**config.mk**
```make
export PLATFORM = sky130hd
export DESIGN_NAME = symbol_stream_gen
export DESIGN_NICKNAME = d
export VERILOG_FILES = /design/src/rtl/symbol_stream_gen.sv
export SDC_FILE = /design/constraint.sdc
export NUM_CORES = 1
export LEC_CHECK = 0
export BUFFER_PORTS_ARGS = -buffer_cell sky130_fd_sc_hd__buf_2
export CELL_PAD_IN_SITES_DETAIL_PLACEMENT = 1
export CELL_PAD_IN_SITES_GLOBAL_PLACEMENT = 2
export CORE_ASPECT_RATIO = 0.5
export CORE_MARGIN = 3
export CORE_UTILIZATION = 31
export DETAILED_ROUTE_END_ITERATION = 7
export GPL_ROUTABILITY_DRIVEN = 0
export PLACE_DENSITY = 0.79
export SYNTH_ARGS = -nofsm -noshare
export SYNTH_HDL_FRONTEND = slang
export SYNTH_SLANG_ARGS = --single-unit
```
**constraint.sdc**
```tcl
create_clock -name clk -period 2.3 [get_ports clk]
set_input_delay 0.46 -clock clk [delete_from_list [all_inputs] [get_ports clk]]
set_output_delay 0.46 -clock clk [all_outputs]
set_load 0.005 [all_outputs]
```
**src/rtl/symbol_stream_gen.sv**
```systemverilog
// Plays a latched word of NSYM base-4 symbols MSB-first on a[1:0], HOLD clocks per symbol.
// Optional macro SSG_REPEAT_EN: loop the latched word until stop is asserted.
module symbol_stream_gen #(
  parameter int unsigned NSYM = 9,
  parameter int unsigned HOLD = 2,
  parameter int unsigned IDXW = 4
) (
  input  logic              clk,
  input  logic              reset,
  input  logic              start,
  input  logic [2*NSYM-1:0] word,
  input  logic              pause,
  input  logic              stop,
  output logic [1:0]        a,
  output logic              a_valid,
  output logic              busy,
  output logic              done,
  output logic [IDXW-1:0]   sym_idx
);

  localparam int unsigned W  = 2 * NSYM;
  localparam int unsigned HW = (HOLD > 1) ? $clog2(HOLD) : 1;

`ifdef SSG_REPEAT_EN
  localparam bit RepeatEn = 1'b1;
`else
  localparam bit RepeatEn = 1'b0;
`endif

  typedef enum logic [1:0] {StIdle, StPlay, StDone} state_e;

  state_e          state_q, state_d;
  logic [W-1:0]    word_q, word_d;
  logic [HW-1:0]   hold_q, hold_d;
  logic [IDXW-1:0] idx_q, idx_d;
  logic            done_q, done_d;
  logic            stop_hit;

  // Folds to constant 0 when looping is not built in.
  assign stop_hit = stop & RepeatEn;

  always_ff @(posedge clk or negedge reset) begin
    if (!reset) begin
      state_q <= StIdle;
      word_q  <= '0;
      hold_q  <= '0;
      idx_q   <= '0;
      done_q  <= 1'b0;
    end else begin
      state_q <= state_d;
      word_q  <= word_d;
      hold_q  <= hold_d;
      idx_q   <= idx_d;
      done_q  <= done_d;
    end
  end

  always_comb begin
    state_d = state_q;
    word_d  = word_q;
    hold_d  = hold_q;
    idx_d   = idx_q;
    done_d  = 1'b0;
    unique case (state_q)
      StIdle: begin
        if (start) begin
          word_d  = word;
          hold_d  = '0;
          idx_d   = '0;
          state_d = StPlay;
        end
      end
      StPlay: begin
        if (stop_hit) begin
          hold_d  = '0;
          idx_d   = '0;
          done_d  = 1'b1;
          state_d = StDone;
        end else if (!pause) begin
          if (hold_q == HW'(HOLD - 1)) begin
            hold_d = '0;
            if (idx_q == IDXW'(NSYM - 1)) begin
              // End of pass: loop back to symbol 0 or retire through StDone.
              idx_d   = '0;
              done_d  = 1'b1;
              state_d = RepeatEn ? StPlay : StDone;
            end else begin
              idx_d = idx_q + IDXW'(1);
            end
          end else begin
            hold_d = hold_q + HW'(1);
          end
        end
      end
      StDone: state_d = StIdle;
      default: state_d = StIdle;
    endcase
  end

  always_comb begin
    a = 2'b00;
    if (state_q == StPlay) begin
      a = word_q[W - 1 - 2 * int'(idx_q) -: 2];
    end
  end

  assign a_valid = (state_q == StPlay);
  assign busy    = (state_q == StPlay);
  assign done    = done_q;
  assign sym_idx = idx_q;

endmodule

```
==> impl_metrics.ini <==
[layout]
ff_latch_area_sq_um = 651
fin_nets = 166
drive_above_1_share = 0.514
final_cell_count_no_fill = 194
multi_input_area_sq_um = 638
layout_common_cells = buf_2 (29), dfrtp_1 (26), mux2_2 (18), buf_4 (8)
area_growth_pct = 24.3
diodes = 0
fill_cells = 445
layout_commonest_cell = buf_2

[synth]
synthTopCellsByArea = dfrtp_1 (49%), mux2_2 (15%), mux4_1 (3.9%)
ys_seq_elements = 26
yosys_warnings = 0
synthArstFlopShare = 1.00
synth_ff_type = dfrtp_1
syn_avg_cell_area_sq_um = 12.7
netlist.area_leader.share = 0.487
syn_area_sq_um = 1340
syn_inst = 105
synth.net_count = 130
synth-edff-count = 0
ys_types = 29
ys_seq_area_frac = 0.487
synth.largest_area_cell = dfrtp_1

[timing]
relSlewSlack = 0.609
finalSetupViolCount = 2
fmax_ghz = 0.397
finalSetupTns_ns = -0.245
skew_ns = 0.00471
period_share = 1.10
min_period_ns = 2.52
worst_pin_slew_ns = 0.586
final_max_slew_viol_count = 0
rsz0062_at_grt = true
setup_ws_ns = -0.219
finalHoldViolCount = 0

[clocking]
numCtsBuffers = 3
postCtsHoldBufs = 0
clkTransAtPathRegs_ns = 0.10
clock_latency_ns = 0.28
cts_tree = yes
cts_root_buffer = clkbuf_8
cts_max_level = 1
clockBufferDepth = 2
clock-sinks = 26

[global_route]
grt_pass1_wl_microns = 4790
antenna_found_initial = 0
grt_pass1_vias = 1007
grt_max_degree = 27
overflow = 0
grt_use_total = 0.120

[drt]
avgRoutedWirePerCell_microns = 14.9
drcViolationCount = 0
drt_iter0_markers = 24
firstDrtPassIters = 4
viasPerCell = 4.81
vias = 934
ant_nets = 0
wl_microns = 2900

[placement]
dp_slack_ns = 0.0193
place_inst = 188
port-buffer-count = 30
hpwl_microns = 2210

[floorplan]
die-area_sq_um = 5180
dieWidth_microns = 98.8
rows = 16
start_util = 0.332
die_height_microns = 52.4
design.portCount = 32
core_area_sq_um = 4020

[setup_path]
critPathTopFamily = multiplexers
path_buf_inv = 2
critPathKind = reg2out
r2r_setup_slack_ns = 0.59
cp-startpoint = sym_idx[0]
r2r-start = state_q[0]
critical-path-max-stage-delay_ns = 0.52
crit_required_ns = 1.84
arrival_ns = 2.06
setup.worst_path.end_class = output port
r2r_cells = 3
timing.rr.end = word_q[17]
critPathSlowestCell = mux4_2
cp-endpoint = a[0]
cp_num_cells = 6
cp_cell_sequence = inv_2, ha_4, mux4_2, mux2i_2, a2bb2o_4, buf_6
crit_fanout = 3
start_kind = flop

[power]
peakVddDrop_uv = 401
p_leak_nw = 0.749
power_density_nw_per_um2 = 1440
p_total_mw = 2.39

[flow_run]
cap_violations = 0

[min_path]
hold_class = in2async

[outcome]
status = finished, violations left
violations = setup timing
[per-stage QoR]
stage | hold slack, ns | utilization | instance area (sq um)
5_1_grt | 0.216 | 0.412 | 1660
2_1_floorplan | 0.164 | - | 1350
3_3_place_gp | 0.487 | 0.387 | 1560
3_5_place_dp | 0.501 | 0.387 | 1560
6_report | 0.173 | 0.412 | 1660
4_1_cts | 0.203 | 0.411 | 1650
[per-layer routing]
layer | part of all wire | track usage | up-vias | wire [microns]
met5 | 0 | 0 | - | 0
li1 | - | - | 444 | -
met4 | 0.011 | 0.0340 | 0 | 33
met2 | 0.48 | 0.212 | 13 | 1410
met1 | 0.48 | 0.148 | 473 | 1380
met3 | 0.027 | 0.0292 | 4 | 79
[flip-flops by register name, indices dropped and copies added (netlist names)]
| signal | cells |
|---|---|
| word_q | 18 |
| sym_idx | 4 |
| done | 1 |
| state_q | 2 |
| hold_q | 1 |
[what timing repair did]
action,in CTS,in global routing
pin swaps,2,0
gates resized for setup,3,1
setup endpoints to repair,2,2
buffers inserted,2,1
[Yosys cell counts, types with 3 or more instances]
cell      count
inv_1         4
xnor2_1       3
nand2_1       4
mux2_2       18
mux2i_1       3
nand3_1       4
o21ai_0       4
dfrtp_1      26
buf_2         3
nand3b_1      3
nor3_1        4
nor2_1        4
[worst min-delay path by stage]
stage	slack, ns	cells past startpoint	endpoint
4_1_cts	0.20	1	word_q[15]
3_3_place_gp	0.49	1	word_q[9]
2_1_floorplan	0.16	0	done
6_report	0.17	1	word_q[11]
5_1_grt	0.22	1	word_q[7]
3_5_place_dp	0.50	1	word_q[11]
[cell families after synthesis]
kind of cell / synth area share
simple gates: 0.103
buf+inv: 0.0450
mux: 0.247
fa+ha+maj: 0.0187
xor+xnor: 0.0319
flops: 0.487
compound gates: 0.0665
[cell type report]
type	instances	share of cell area
multi-input combinational	68	0.385
timing repair buffer	38	0.130
clock inverter	1	0.0181
clock buffer	3	0.0249
sequential	26	0.392
tap	54	0.0407
inverter	4	0.00905
[worst reg2reg max path: cells and delay by family, from the launching register on]
| kind | cells | cell delay (ns) |
|---|---|---|
| DFF | 1 | 0.44 |
| muxes | 1 | 0.41 |
| and+or+nand+nor | 2 | 0.75 |
[power by group]
part | total (mW) | leakage, nW | internal (mW) | switching, mW
clock | 0.389 | 0.0357 | 0.233 | 0.155
sequential | 0.803 | 0.315 | 0.662 | 0.141
combinational | 1.20 | 0.398 | 0.724 | 0.478
No activity file was read; power rests on OpenSTA's default activity.
